==> src/rtl/riscv_pkg.sv <==
// Shared definitions for the RISC-V fetch front-end: data width, base
// opcodes, fetch FSM states and the {pc, instr} queue entry.
package riscv_pkg;

  localparam int XLEN = 32;

  localparam logic [6:0] OPC_R_TYPE = 7'b0110011;
  localparam logic [6:0] OPC_I_TYPE = 7'b0010011;
  localparam logic [6:0] OPC_S_TYPE = 7'b0100011;
  localparam logic [6:0] OPC_B_TYPE = 7'b1100011;
  localparam logic [6:0] OPC_LUI    = 7'b0110111;
  localparam logic [6:0] OPC_AUIPC  = 7'b0010111;
  localparam logic [6:0] OPC_JAL    = 7'b1101111;
  localparam logic [6:0] OPC_JALR   = 7'b1100111;
  localparam logic [6:0] OPC_LOAD   = 7'b0000011;

  typedef enum logic [0:0] {
    FETCH = 1'b0,
    HOLD  = 1'b1
  } fetch_state_t;

  typedef struct packed {
    logic [XLEN-1:0] pc;
    logic [XLEN-1:0] instr;
  } fetch_entry_t;

  // True for instructions that change control flow (branch, jal, jalr).
  function automatic logic is_ctrl_opcode(input logic [XLEN-1:0] instr);
    case (instr[6:0])
      OPC_B_TYPE, OPC_JAL, OPC_JALR: return 1'b1;
      default:                       return 1'b0;
    endcase
  endfunction

endpackage

==> src/rtl/riscv_fetch_fifo.sv <==
// Small synchronous FIFO of fetch entries. Flush empties it in one cycle and
// wins over push/pop. The head entry is read straight from the storage flops,
// so an empty FIFO never forwards a pushed entry in the same cycle.
module riscv_fetch_fifo
  import riscv_pkg::*;
#(
  parameter  int DEPTH = 4,
  localparam int CW    = $clog2(DEPTH) + 1
) (
  input  logic          clk,
  input  logic          rst,
  input  logic          push,
  input  fetch_entry_t  push_entry,
  input  logic          pop,
  input  logic          flush,
  output fetch_entry_t  head,
  output logic [CW-1:0] count
);

  localparam int PW = $clog2(DEPTH);
  localparam logic [CW-1:0] FULL_COUNT = CW'(DEPTH);

  fetch_entry_t  mem_q [DEPTH];
  fetch_entry_t  mem_d [DEPTH];
  logic [PW-1:0] wptr_q, wptr_d;
  logic [PW-1:0] rptr_q, rptr_d;
  logic [CW-1:0] count_q, count_d;
  logic          do_push_s;
  logic          do_pop_s;

  assign do_pop_s  = pop && (count_q != {CW{1'b0}});
  assign do_push_s = push && ((count_q != FULL_COUNT) || do_pop_s);

  // Next-state for storage, pointers and occupancy.
  always_comb begin
    mem_d   = mem_q;
    wptr_d  = wptr_q;
    rptr_d  = rptr_q;
    count_d = count_q;
    if (flush) begin
      wptr_d  = {PW{1'b0}};
      rptr_d  = {PW{1'b0}};
      count_d = {CW{1'b0}};
    end else begin
      if (do_push_s) begin
        mem_d[wptr_q] = push_entry;
        wptr_d        = wptr_q + PW'(1);
      end else begin
        wptr_d = wptr_q;
      end
      if (do_pop_s) begin
        rptr_d = rptr_q + PW'(1);
      end else begin
        rptr_d = rptr_q;
      end
      case ({do_push_s, do_pop_s})
        2'b10:   count_d = count_q + CW'(1);
        2'b01:   count_d = count_q - CW'(1);
        default: count_d = count_q;
      endcase
    end
  end

  // State flops; storage clears on reset so the head reads as zero.
  always_ff @(posedge clk or posedge rst) begin
    if (rst) begin
      mem_q   <= '{default: '0};
      wptr_q  <= {PW{1'b0}};
      rptr_q  <= {PW{1'b0}};
      count_q <= {CW{1'b0}};
    end else begin
      mem_q   <= mem_d;
      wptr_q  <= wptr_d;
      rptr_q  <= rptr_d;
      count_q <= count_d;
    end
  end

  assign head  = mem_q[rptr_q];
  assign count = count_q;

endmodule

==> src/rtl/riscv_fetch_queue.sv <==
// Instruction fetch front-end: issues word requests to instruction memory
// under a credit limit (outstanding + queued <= DEPTH), queues in-order
// responses as {pc, instr} and hands them to decode. A redirect flushes the
// queue, restarts fetch at the new pc and marks in-flight responses stale.
// Optional macro RISCV_FETCH_BRANCH_STALL_EN: a queued branch/jal/jalr stops
// fetch (HOLD) and drops responses issued behind it until the next redirect.
module riscv_fetch_queue
  import riscv_pkg::*;
#(
  parameter int          DEPTH    = 4,
  parameter logic [31:0] RESET_PC = 32'h0000_0000
) (
  input  logic        clk,
  input  logic        rst,
  output logic        imem_req_valid,
  input  logic        imem_req_ready,
  output logic [31:0] imem_req_addr,
  input  logic        imem_rsp_valid,
  input  logic [31:0] imem_rsp_data,
  input  logic        redirect_valid,
  input  logic [31:0] redirect_pc,
  output logic        out_valid,
  input  logic        out_ready,
  output logic [31:0] out_instr,
  output logic [31:0] out_pc
);

  localparam int CW = $clog2(DEPTH) + 1;
  localparam logic [CW:0] DEPTH_W = (CW+1)'(DEPTH);

  fetch_state_t  state_q, state_d;
  logic [31:0]   fetch_pc_q, fetch_pc_d;
  logic [31:0]   resp_pc_q, resp_pc_d;
  logic [CW-1:0] outstanding_q, outstanding_d;
  logic [CW-1:0] discard_q, discard_d;

  fetch_entry_t  fifo_head_s;
  fetch_entry_t  push_entry_s;
  logic [CW-1:0] fifo_count_s;
  logic [CW:0]   inflight_s;
  logic          push_s;
  logic          pop_s;
  logic          req_fire_s;
  logic [31:0]   redirect_target_s;
  logic          unused_redirect_lo;

  // Low redirect bits are dropped: fetch is always word aligned.
  assign redirect_target_s  = {redirect_pc[31:2], 2'b00};
  assign unused_redirect_lo = ^redirect_pc[1:0];

  // Responses still to come plus queued words may never exceed the queue size.
  assign inflight_s     = {1'b0, outstanding_q} + {1'b0, fifo_count_s};
  assign imem_req_valid = !rst && (state_q == FETCH) && !redirect_valid &&
                          (inflight_s < DEPTH_W);
  assign imem_req_addr  = fetch_pc_q;
  assign req_fire_s     = imem_req_valid && imem_req_ready;

  assign out_valid = (fifo_count_s != {CW{1'b0}}) && !redirect_valid;
  assign out_pc    = fifo_head_s.pc;
  assign out_instr = fifo_head_s.instr;
  assign pop_s     = out_valid && out_ready;

  assign push_entry_s = '{pc: resp_pc_q, instr: imem_rsp_data};

  // Next-state for fetch pointers, in-flight bookkeeping and the FSM.
  always_comb begin
    state_d       = state_q;
    fetch_pc_d    = fetch_pc_q;
    resp_pc_d     = resp_pc_q;
    discard_d     = discard_q;
    push_s        = 1'b0;
    outstanding_d = outstanding_q + {{(CW-1){1'b0}}, req_fire_s}
                                  - {{(CW-1){1'b0}}, imem_rsp_valid};
    if (redirect_valid) begin
      // Everything still in flight belongs to the old path.
      fetch_pc_d = redirect_target_s;
      resp_pc_d  = redirect_target_s;
      discard_d  = outstanding_d;
      state_d    = FETCH;
    end else begin
      if (req_fire_s) begin
        fetch_pc_d = fetch_pc_q + 32'd4;
      end else begin
        fetch_pc_d = fetch_pc_q;
      end
      if (imem_rsp_valid) begin
        if (discard_q != {CW{1'b0}}) begin
          discard_d = discard_q - CW'(1);
        end else begin
          push_s    = 1'b1;
          resp_pc_d = resp_pc_q + 32'd4;
`ifdef RISCV_FETCH_BRANCH_STALL_EN
          if (is_ctrl_opcode(imem_rsp_data)) begin
            // Words fetched behind a control transfer are speculative.
            state_d   = HOLD;
            discard_d = outstanding_d;
          end else begin
            state_d = state_q;
          end
`endif
        end
      end else begin
        discard_d = discard_q;
      end
    end
  end

  // Control state flops.
  always_ff @(posedge clk or posedge rst) begin
    if (rst) begin
      state_q       <= FETCH;
      fetch_pc_q    <= RESET_PC;
      resp_pc_q     <= RESET_PC;
      outstanding_q <= {CW{1'b0}};
      discard_q     <= {CW{1'b0}};
    end else begin
      state_q       <= state_d;
      fetch_pc_q    <= fetch_pc_d;
      resp_pc_q     <= resp_pc_d;
      outstanding_q <= outstanding_d;
      discard_q     <= discard_d;
    end
  end

  riscv_fetch_fifo #(
    .DEPTH (DEPTH)
  ) u_fifo (
    .clk        (clk),
    .rst        (rst),
    .push       (push_s),
    .push_entry (push_entry_s),
    .pop        (pop_s),
    .flush      (redirect_valid),
    .head       (fifo_head_s),
    .count      (fifo_count_s)
  );

endmodule

==> config.mk <==
export PLATFORM = sky130hd
export DESIGN_NAME = riscv_fetch_queue
export DESIGN_NICKNAME = d
export VERILOG_FILES = /design/src/rtl/riscv_pkg.sv /design/src/rtl/riscv_fetch_fifo.sv /design/src/rtl/riscv_fetch_queue.sv
export SDC_FILE = /design/constraint.sdc
export NUM_CORES = 1
export LEC_CHECK = 0
export ABC_AREA = 1
export CAP_MARGIN = 20
export CORE_ASPECT_RATIO = 0.5
export CORE_MARGIN = 2
export CORE_UTILIZATION = 49
export DETAILED_ROUTE_END_ITERATION = 6
export PLACE_DENSITY_LB_ADDON = 0.05
export REMOVE_ABC_BUFFERS = 1
export SLEW_MARGIN = 10
export SYNTH_ARGS = -nofsm -noshare
export SYNTH_HDL_FRONTEND = slang
export SYNTH_SLANG_ARGS = --single-unit
==> constraint.sdc <==
create_clock -name clk -period 12.62 [get_ports clk]
set_input_delay 2.524 -clock clk [delete_from_list [all_inputs] [get_ports clk]]
set_output_delay 2.524 -clock clk [all_outputs]
set_load 0.05 [all_outputs]
### Yosys cells after proc, flatten, opt, wreduce, memory -nomap -nowiden

Index checks and enable logic that the tools add are counted.

| operators by class | value |
|---|---|
| magnitude comparators | 4 |
| bitwise logic cells | 3 |
| $add $sub $neg | 10 |
| multiplexer cells | 23 |
| eq/ne operators | 4 |
| reduce and logical (&&, ||, !) cells | 22 |

Operators with widths:

| cell | number |
|---|---|
| bitwise mux 256 bit | 1 |
| 2-to-1 mux 64 bit | 3 |
| 2-to-1 mux 32 bit | 5 |
| binary-select mux 64 bit (select 2 bit) | 1 |
| demux 64 bit (select 2 bit) | 1 |
| adder 32 x 3 -> 32 bit, second input constant | 2 |
| 2-to-1 mux 3 bit | 4 |
| nonzero test 2 bit | 5 |
| nonzero test 3 bit | 3 |
| logical AND 1 bit | 8 |
| 2-to-1 mux 2 bit | 4 |
| greater-or-equal comparator 3 bit, second input constant | 2 |
| inverter 2 -> 3 bit | 2 |
| case mux 3 bit (2 select lines) | 1 |
| AND reduction 2 bit | 3 |
| subtractor 3 x 1 -> 3 bit, second input constant | 2 |
| adder 2 x 1 -> 2 bit, second input constant | 2 |
| adder 3 x 3 -> 4 bit | 1 |
| < comparator 4 x 3 -> 1 bit, second input constant | 1 |
| adder 3 x 1 -> 3 bit | 1 |
| adder 3 x 1 -> 3 bit, second input constant | 1 |
| < comparator 3 x 1 -> 1 bit, second input constant | 1 |
| 2-to-1 mux 1 bit | 3 |
| != test 3 bit, second input constant | 1 |
| 7 further kinds | 8 |

| storage, ports and cells | value |
|---|---|
| logic and storage cells | 81 |
| flip-flop bits (word level) | 333 |

### Logic depth before layout (Yosys ltp)

Gate-level depths: netlist of the first run.

| logic depth | value |
|---|---|
| depth in word-level cells | 9 |
| gate-level depth with buffers | 16 |
| gate-level depth less buffers | 15 |

### Cells and area by module

Synthesis of the first run repeated with hierarchy kept, for this count alone.

| second synthesis, totals | value |
|---|---|
| cell total of the unflattened synthesis | 2,007 |
| area, all modules | 16,687.3 sq um |

Modules (own cells, without submodules):

| module | area each (sq um) | cells an instance | times used |
|---|---|---|---|
| riscv_fetch_fifo | 12,046.6 | 1,314 | 1 |
| riscv_fetch_queue | 4,640.7 | 693 | 1 |

### Least setup slack after synthesis of the first run

OpenSTA, ideal clock, no wires.

| timing path | value |
|---|---|
| kind | input port to output port |
| start | in rst |
| end | out imem_req_valid |
| arrival | 10.468 ns |
| path buffers | 0 |
| stages on the path | 3 |
| setup slack | -0.372 ns |
| path through | inv_1 -> nand2_1 -> nor3_2 |

| on the way | value |
|---|---|
| cells in the longest elaborated chain, start to end | 3 |

RTL lines:

| element | RTL line | RTL |
|---|---|---|
| start: declaration | riscv_fetch_queue.sv:14 | `input logic rst,` |
| zero test 1 bit (no line) | -- |  |
| logical AND 1 bit (2 in series) | riscv_fetch_queue.sv:53 | `assign imem_req_valid = !rst && (state_q == FETCH) && !redirect_valid &&` |
| end: declaration | riscv_fetch_queue.sv:15 | `output logic imem_req_valid,` |

No other way between the ends.

### Worst setup path after layout of the first run

Ends and elaborated chain as after synthesis.

==> results of run 1 <==
==> metrics by stage <==
stage | hold WS [ns] | power (mW) | cell area (um2) | instances
floorplan | 0.445 | 2.51 | 15800 | 2073
global placement | 0.456 | 3.08 | 18200 | 2692
detailed placement | 0.464 | 3.09 | 18200 | 2692
CTS | 0.478 | 3.95 | 19000 | 2746
global route | 0.498 | 4.16 | 19100 | 2749
finish | 0.473 | 3.94 | 19100 | 2749
==> final cells by class <==
| class | count | area [um2] | area share [%] |
|---|---|---|---|
| multi-input cells | 1632 | 7350 | 38.5 |
| repair buffers | 180 | 1800 | 9.44 |
| clock inverters | 8 | 71.3 | 0.374 |
| clock buffers | 46 | 810 | 4.24 |
| diodes | 1 | 2.50 | 0.0131 |
| well taps | 441 | 552 | 2.89 |
| flip-flops and latches | 321 | 8040 | 42.1 |
| inverters | 120 | 462 | 2.42 |
==> power by group through the flow <==
stage	clock [mW]	sequential, mW	combinational [mW]
after floorplan	0	1.44	1.07
after global placement	0	1.41	1.67
after detailed placement	0	1.41	1.68
after CTS	0.877	1.39	1.68
after global routing	0.924	1.43	1.81
final	0.864	1.40	1.68
==> kinds of logic after synthesis <==
logic type	after synthesis	share of synthesized area, %
simple gates	1091	26.4
buf+inv	279	7.08
fa+ha+maj	14	1.15
compound gates	507	16.0
flops	321	48.6
other cells	1	0.0227
xor+xnor	16	0.847
==> sequential cells by signal, summed over array words and instances (netlist names) <==
name and cells:
u_fifo.count 3, u_fifo.wptr_q 2, resp_pc_q 30, u_fifo.mem_q 248, discard_q 3, outstanding_q 3, imem_req_addr 30, u_fifo.rptr_q 2
==> worst max path at each step <==
| stage | startpoint | endpoint | depth (start not counted) |
|---|---|---|---|
| global route | rst | imem_req_valid | 5 |
| floorplan | rst | imem_req_valid | 3 |
| global placement | rst | imem_req_valid | 5 |
| finish | rst | imem_req_valid | 5 |
| CTS | rst | imem_req_valid | 5 |
| detailed placement | rst | imem_req_valid | 5 |
==> layer usage <==
layer	part of all wire, %	global-route usage [%]
met1	48	40.3
met4	2.1	6.60
met3	5.5	3.10
met5	0	0
met2	45	41.8
==> worst register-to-register path, cell delays in order, from the launching register on <==
cell and delay [ns]:
dfrtp_1 0.38, inv_1 0.10, ha_1 0.17, nand3_1 0.14, nor2_2 0.11, buf_4 0.32
nand2_8 0.30, nor2_4 0.90, buf_4 0.55, nand2_1 0.11, nand2_1 0.08
==> cells in the mapped netlist (2+ instances only) <==
library cell / number / area, um2
nand2_1: 770 / 2890
o21ai_0: 376 / 1880
dfrtp_1: 321 / 8030
nor2_1: 181 / 679
inv_1: 114 / 428
clkbuf_1: 94 / 353
nand3_1: 93 / 465
o22ai_1: 47 / 294
o21ai_1: 42 / 210
buf_2: 37 / 185
a21oi_1: 25 / 125
nor3_1: 19 / 95.1
buf_4: 18 / 135
ha_1: 12 / 150
o211ai_1: 10 / 75.1
xor2_1: 9 / 78.8
buf_1: 7 / 26.3
nand4_1: 7 / 43.8
xnor2_1: 7 / 61.3
nand3b_1: 5 / 37.5
clkinv_1: 3 / 11.3
inv_2: 3 / 11.3
nor2_2: 3 / 18.8
nor2_4: 3 / 33.8
o21bai_1: 3 / 22.5
or2_2: 3 / 18.8
clkbuf_2: 2 / 10.0
fa_1: 2 / 40.0
o221ai_1: 2 / 17.5
==> run metrics, run 1 <==
initial core utilization=49.9%; layout cell share with drive strength beyond 1=3.68%; most used cell, CP=clkdlybuf4s50_1; syn avg cell area=7.42 um2; DR WL/cell=17.2 um; VDD IR max=109 uV; hpwl dp=27.1 mm; Area Overhead vs Synth=15.4%; Clock Tree Root=clkbuf_16; Net Sw Power=1.73 mW; Period minus WS final=7.27 ns; CP Max Fanout=88; fin crit share=57.6%; Critical Path AT=4.74 ns; Peak Freq=138 MHz; die height=134 um; YS warnings=0; Final setup viols=0; max incr delay on CP=0.83 ns; number of distinct library cells after synthesis=40; number of synthesized flops with an enable pin=0; WP buf/inv=3; Boundary Pins=168; power share of the combinational group=42.6%; IO buf count=161; post_cts resized=0; largest net degree at the start of global routing=169; GPL Wtd Cong=0.939; Switching Fraction=43.9%; Slew @ Worst Pin=1.01 ns; CTS tree=built; sequential share of the synthesized area=48.6%; CP max-delay cell=clkdlybuf4s50_1; Final Hold Viols=0; maximum buffer depth of the clock tree=3; cells along the critical path=clkdlybuf4s50_1 -> inv_8 -> nand2_1 -> nor3_2 -> clkdlybuf4s50_1; Setup TNS=0 ns; setup repair after global routing missed its margin=no; clk_lat worst skew=0.57 ns; vias in the first global route=13.9k; reg-to-reg slack, setup=9.41 ns; Rel. slew slack=32.2%; startpoint class of the critical path=input pin; CTS Sinks=321; total gr overflow=0; worst min-delay path endpoint=u_fifo.mem_q[18]; hold buffer count at cts=0; final net count=2,368; Synth async-reset ratio=100%; Layout Utilization=57.6%; commonest non-fill, non-tap cell in the layout=nand2_1; initial antenna violation count=1; cell row count=47; full die area=0.0353 mm2; setup ws final=5.35 ns; WS Path Type=in2out; Clock transition at path regs=0.06 ns; CP delay by family, top=buffers and inverters; Power Dens Cells=206 mW/mm2; fin. max-slew vios=0; Max Cap Viol=0; R2R Path End=u_fifo.mem_q[149]; Pleak=9.56 nW; DR vias=14.8k; critical path data required time=10.10 ns; power share of the sequential group=35.5%; outcome=complete, no violations; clk_skew=0.0164 ns; vias per cell=5.37; most frequent cells in the layout=770 x nand2_1, 376 x o21ai_0, 319 x dfrtp_1, 181 x nor2_1, 160 x clkdlybuf4s50_1; core box area=0.0332 mm2; Initial DRT Pass Iterations=5; Clock power frac=21.9%; Post-Syn Instances=2,229; WL final=47.2 mm; Setup crit end kind=primary output; die width=264 um; first-pass GRT wire length=76.6 mm; fill count=3,159; drt first-iter violations=1,416; Post-Syn Area=0.0165 mm2; CTS H-tree depth=1; hold crit path type=reg2reg; TritonCTS Buffers=29; Post-DRT Antenna Nets=0; prevailing post-synth register cell=dfrtp_1; r2r startpoint=discard_q[0]; HP Start=u_fifo.mem_q[18]; FF-to-FF path depth=10; number of synthesized register bits=321; DRC Markers=0; Min-Delay Path Depth=2; Setup WS pre-CTS=5.30 ns; Total GRT Usage=26.9%; Post-CTS Repair Setup Buffers=0; Internal=2.21 mW
Note: power is estimated with default switching activity, not from simulation.
==> run 2, diff against run 1 <==
==> constraint.sdc (replaced) <==
create_clock -name clk -period 7.3 [get_ports clk]
set_input_delay 1.46 -clock clk [delete_from_list [all_inputs] [get_ports clk]]
set_output_delay 1.46 -clock clk [all_outputs]
set_load 0.05 [all_outputs]
==> run 2 against run 1 <==
Net effect:
- sequential share of layout area down 0.26 points
- power grew 76%
- critical path depth stayed put
- critical endpoint is now out_instr[11]
- worst setup slack got worse by 3.4 ns
- combinational power is 72% higher
- non-clock buffer count up 1
- register-to-register slack worse by 5.4 ns
- die area stayed put
- global-route usage rose by 0.35 points
- final cell count is essentially flat
- largest power group unchanged
- sequential cell count did not move
- design area grew 0.63%
- highest routed layer unchanged
==> run metrics, run 2 (same netlist as run 1, synthesis figures left out) <==
total gr overflow=0 (unchanged); Peak Freq=187 MHz; startpoint class of the critical path=flip-flop (was input pin); Power Dens Cells=360 mW/mm2 (was 206 mW/mm2); Boundary Pins=168 (unchanged); Area Overhead vs Synth=16.2% (was 15.4%); power share of the combinational group=41.8% (was 42.6%); post_cts resized=0 (unchanged); first-pass GRT wire length=77.7 mm (was 76.6 mm); power share of the sequential group=34.9% (was 35.5%); Slew @ Worst Pin=1.09 ns (was 1.01 ns); CP max-delay cell=inv_4 (was clkdlybuf4s50_1); full die area=0.0353 mm2 (unchanged); setup repair after global routing missed its margin=no (unchanged); CTS tree=built (unchanged); DRC Markers=0 (unchanged); fin crit share=73.3%; drt first-iter violations=1,296 (was 1,416); outcome=complete, no violations (unchanged); hold crit path type=reg2reg (unchanged); cells along the critical path=inv_4 -> buf_4 -> o21ai_0 -> o22ai_1 -> clkdlybuf4s50_1 (was clkdlybuf4s50_1 -> inv_8 -> nand2_1 -> nor3_2 -> clkdlybuf4s50_1); most frequent cells in the layout=770 x nand2_1, 376 x o21ai_0, 319 x dfrtp_1, 181 x nor2_1, 160 x clkdlybuf4s50_1 (unchanged); WP buf/inv=3 (unchanged); Switching Fraction=43.4% (was 43.9%); total power=6.92 mW (was 3.94 mW); maximum buffer depth of the clock tree=3 (unchanged); Critical Path AT=3.89 ns (was 4.74 ns); Rel. slew slack=27.2% (was 32.2%); WS Path Type=reg2out (was in2out); Final Hold Viols=0 (unchanged); vias in the first global route=14.2k (was 13.9k); DR WL/cell=17.4 um (was 17.2 um); CP delay by family, top=buffers and inverters (unchanged); hpwl dp=27.4 mm (was 27.1 mm); TritonCTS Buffers=30 (was 29); die width=264 um (unchanged); die height=134 um (unchanged); clk_lat worst skew=0.58 ns (was 0.57 ns); final net count=2,370 (was 2,368); fill count=3,192 (was 3,159); Post-CTS Repair Setup Buffers=0 (unchanged); initial core utilization=49.9% (unchanged); CTS H-tree depth=1 (unchanged); Clock Tree Root=clkbuf_16 (unchanged); number of flip-flops in the largest register=248 (unchanged); max incr delay on CP=0.88 ns (was 0.83 ns); WL final=47.9 mm (was 47.2 mm); clk_skew=0.0107 ns (was 0.0164 ns); layout cell share with drive strength beyond 1=4.12% (was 3.68%); placed insts=2,693 (was 2,692); CP Max Fanout=103 (was 88); fin cells=2,750 (was 2,749); VDD IR max=198 uV (was 109 uV); vias per cell=5.42 (was 5.37); largest net degree at the start of global routing=131 (was 169); Pleak=9.63 nW (was 9.56 nW); Top reg by flops=u_fifo.mem_q (unchanged); Period minus WS final=5.35 ns; Clock power frac=23.3% (was 21.9%); initial antenna violation count=1 (unchanged); core box area=0.0332 mm2 (unchanged); Post-DRT Antenna Nets=0 (unchanged); cell row count=47 (unchanged); commonest non-fill, non-tap cell in the layout=nand2_1 (unchanged); Setup crit end kind=primary output (unchanged); reg-to-reg slack, setup=3.99 ns (was 9.41 ns); post-route design area=0.0192 mm2 (was 0.0191 mm2); DR vias=14.9k (was 14.8k); IO buf count=161 (unchanged); Internal=3.92 mW (was 2.21 mW); Total GRT Usage=27.2% (was 26.9%); fin. max-slew vios=0 (unchanged); GPL Wtd Cong=0.936 (was 0.939); Final setup viols=0 (unchanged); critical path data required time=5.84 ns (was 10.10 ns); hold buffer count at cts=0 (unchanged); Post-DP Area=0.0182 mm2 (about the same); Initial DRT Pass Iterations=5 (unchanged); Clock transition at path regs=0.07 ns (was 0.06 ns); CTS Sinks=321 (unchanged); Max Cap Viol=0 (unchanged); Net Sw Power=3.00 mW (was 1.73 mW)
-- run 2: changes by cell type in the layout (fill, tap and decap cells not counted) --
cell        before  now
clkbuf_1        15    6
clkinv_2         6   10
clkbuf_8         2    5
clkbuf_16       29   31
buf_12           1    2
bufinv_16        1    2
clkinvlp_4       1    0
-- run 2: final timing paths --
path	startpoint	endpoint	cells past startpoint
worst max register to register	discard_q[0]	u_fifo.mem_q[165]	10
worst max-delay path	u_fifo.rptr_q[0]	out_instr[11]	5
worst min register to register	u_fifo.mem_q[29]	u_fifo.mem_q[29]	2
min in group asynchronous	rst	u_fifo.mem_q[220]	2
max in group asynchronous	rst	u_fifo.mem_q[55]	4
worst min-delay path	u_fifo.mem_q[29]	u_fifo.mem_q[29]	2
-- run 2: worst min-delay path, delay by kind of cell (launching register included) --
family	cells	cell delay [ns]
compound gates	1	0.06
flops	1	0.34
simple gates	1	0.05
-- run 2: layout make-up --
cell class | count | area [um2] | share of cell area [%]
sequential | 321 | 8040 | 41.8
multi-input combinational | 1632 | 7350 | 38.3
timing repair buffer | 181 | 1820 | 9.48
clock buffer | 42 | 867 | 4.51
tap | 441 | 552 | 2.87
inverter | 120 | 462 | 2.40
clock inverter | 12 | 114 | 0.593
antenna | 1 | 2.50 | 0.0130
-- run 2: per-stage QoR --
step	hold WS, ns	setup slack [ns]	util [%]	TNS (ns)
2_1_floorplan	0.445	-4.09	-	-1103.76
3_3_place_gp	0.457	2.19	54.8	0
3_5_place_dp	0.464	2.17	54.8	0
4_1_cts	0.479	1.97	57.7	0
5_1_grt	0.501	1.75	57.9	0
6_report	0.476	1.95	57.9	0
-- run 2: layer usage --
layer / up-vias / routed length [um] / track usage [%]
met3: 62 / 2730 / 3.60
met4: 0 / 829 / 5.74
li1: 7312 / - / -
met2: 420 / 21500 / 43.1
met5: - / 0 / 0
met1: 7124 / 22800 / 40.3
-- run 2: power groups by stage --
stage	combinational, mW	sequential (mW)	clock [mW]
floorplan	1.85	2.48	0
global placement	2.88	2.43	0
detailed placement	2.90	2.44	0
CTS	2.91	2.41	1.64
global route	3.13	2.46	1.71
finish	2.89	2.42	1.61
==> run 3, diff against run 2 <==
==> constraint.sdc (replaced) <==
create_clock -name clk -period 4.9 [get_ports clk]
set_input_delay 0.98 -clock clk [delete_from_list [all_inputs] [get_ports clk]]
set_output_delay 0.98 -clock clk [all_outputs]
set_load 0.05 [all_outputs]
==> run 3 against run 2 <==
Net effect:
- the flow now finishes with violations (design-rule violations)
- clock skew up 0.0052 ns
- power up 52%
- register-to-register slack lost 2.3 ns
- combinational power grew 51%
- design area rose by 0.64%
- sequential cell count stayed put
- critical path depth is the same
- largest cell class unchanged
==> run metrics, run 3 (same netlist as run 1, synthesis figures left out) <==
outcome=complete, but fails checks (was complete, no violations); failing checks=design-rule violations; post_cts resized=0 (unchanged); Post-CTS Repair Setup Buffers=0 (unchanged); drt first-iter violations=1,382 (was 1,296); fin crit share=84.8%; IO buf count=161 (unchanged); n_diodes=0 (was 1); Critical Path AT=3.18 ns (was 3.89 ns); TritonCTS Buffers=31 (was 30); Clock transition at path regs=0.07 ns (about the same); most frequent cells in the layout=770 x nand2_1, 376 x o21ai_0, 319 x dfrtp_1, 181 x nor2_1, 159 x clkdlybuf4s50_1 (was 770 x nand2_1, 376 x o21ai_0, 319 x dfrtp_1, 181 x nor2_1, 160 x clkdlybuf4s50_1); cell row count=47 (unchanged); Setup crit end kind=primary output (unchanged); Peak Freq=241 MHz; maximum buffer depth of the clock tree=3 (unchanged); Clock Tree Root=clkbuf_16 (unchanged); Pleak=9.70 nW (was 9.63 nW); CTS Sinks=321 (unchanged); commonest non-fill, non-tap cell in the layout=nand2_1 (unchanged); Post-DRT Antenna Nets=0 (unchanged); clk_skew=0.0158 ns (was 0.0107 ns); total power=10.5 mW (was 6.92 mW); vias in the first global route=14.4k (was 14.2k); WL final=47.9 mm (about the same); Final setup viols=0 (unchanged); Boundary Pins=168 (unchanged); die width=264 um (unchanged); first-pass GRT wire length=77.7 mm (about the same); Power Dens Cells=544 mW/mm2 (was 360 mW/mm2); total gr overflow=0 (unchanged); clk_lat worst skew=0.58 ns (about the same); VDD IR max=296 uV (was 198 uV); Post-DP Area=0.0183 mm2 (was 0.0182 mm2); full die area=0.0353 mm2 (unchanged); DR WL/cell=17.4 um (about the same); Final Hold Viols=0 (unchanged); hold buffer count at cts=0 (unchanged); DR vias=15.1k (was 14.9k); Slew @ Worst Pin=1.03 ns (was 1.09 ns); initial core utilization=49.9% (unchanged); Max Cap Viol=0 (unchanged); number of flip-flops in the largest register=248 (unchanged); Total GRT Usage=27.1% (was 27.2%); hpwl dp=28.1 mm (was 27.4 mm); largest net degree at the start of global routing=230 (was 131); critical path data required time=3.92 ns (was 5.84 ns); WHS=0.476 ns (about the same); Top reg by flops=u_fifo.mem_q (unchanged); startpoint class of the critical path=flip-flop (unchanged); initial antenna violation count=0 (was 1); layout cell share with drive strength beyond 1=4.27% (was 4.12%); CTS H-tree depth=1 (unchanged); GPL Wtd Cong=0.944 (was 0.936); die height=134 um (unchanged); vias per cell=5.47 (was 5.42); WS Path Type=reg2out (unchanged); Area Overhead vs Synth=16.9% (was 16.2%); DRC Markers=2 (was 0); setup repair after global routing missed its margin=no (unchanged); Rel. slew slack=31.1% (was 27.2%); fin. max-slew vios=0 (unchanged); final net count=2,378 (was 2,370); Initial DRT Pass Iterations=7 (was 5); core box area=0.0332 mm2 (unchanged); CTS tree=built (unchanged); Period minus WS final=4.16 ns; post-route design area=0.0193 mm2 (was 0.0192 mm2); CP Max Fanout=61 (was 103); Layout Utilization=58.3% (was 57.9%); hold crit path type=reg2reg (unchanged)
-- run 3: cell types whose count changed in the layout (fill, tap and decap cells not counted), sizes merged --
cell	previous run	this run
buf	21	29
bufinv	2	5
clkbuf	42	48
clkdlybuf4s50	160	159
clkinv	10	2
diode	1	0
inv	120	121
-- run 3: worst paths after layout --
check,cells past startpoint,startpoint,end,slack [ns]
max,5,u_fifo.rptr_q[0],out_instr[5],0.74
min reg2reg,2,u_fifo.mem_q[30],u_fifo.mem_q[30],0.48
max reg2reg,15,u_fifo.count[2],discard_q[2],1.71
min,2,u_fifo.mem_q[30],u_fifo.mem_q[30],0.48
max in group asynchronous,4,rst,u_fifo.mem_q[191],2.19
min in group asynchronous,2,rst,u_fifo.mem_q[15],0.79
-- run 3: layout make-up --
cell class / count / area, um2
Clock buffer: 48 / 890
Clock inverter: 8 / 171
Fill cell: 3180 / 13800
Inverter: 120 / 460
Multi-Input combinational cell: 1632 / 7350
Sequential cell: 321 / 8040
Tap cell: 441 / 552
Timing Repair Buffer: 188 / 1870
-- run 3: per-stage QoR --
stage                     std cells  setup TNS (ns)  setup slack (ns)
after floorplan                2073        -1825.84             -6.01
after detailed placement       2702               0             0.703
after CTS                      2758               0             0.766
final                          2758               0             0.743
after global placement         2702               0             0.724
after global routing           2758               0             0.619
-- run 3: metal layers --
layer / part of all wire [%] / GRT usage, % / up-vias
met3: 5.2 / 3.25 / 65
met4: 2.1 / 6.88 / 0
met1: 48 / 39.5 / 7248
li1: - / - / 7343
met5: 0 / 0 / -
met2: 45 / 43.5 / 437
-- run 3: worst max-delay path, stage by stage (launching register included) --
cell and delay [ns]:
dfrtp_4 0.53, inv_4 0.51, buf_12 0.29, o21ai_0 0.10
o22ai_1 0.25, clkdlybuf4s50_1 0.86
-- run 3: power by group --
| group | total (mW) | leakage, nW | internal (mW) | switching [mW] |
|---|---|---|---|---|
| combinational | 4.36 | 4.99 | 1.37 | 2.99 |
| clock | 2.58 | 0.517 | 1.51 | 1.07 |
| sequential | 3.58 | 4.19 | 3.16 | 0.426 |
| total | 10.5 | 9.70 | 6.03 | 4.49 |
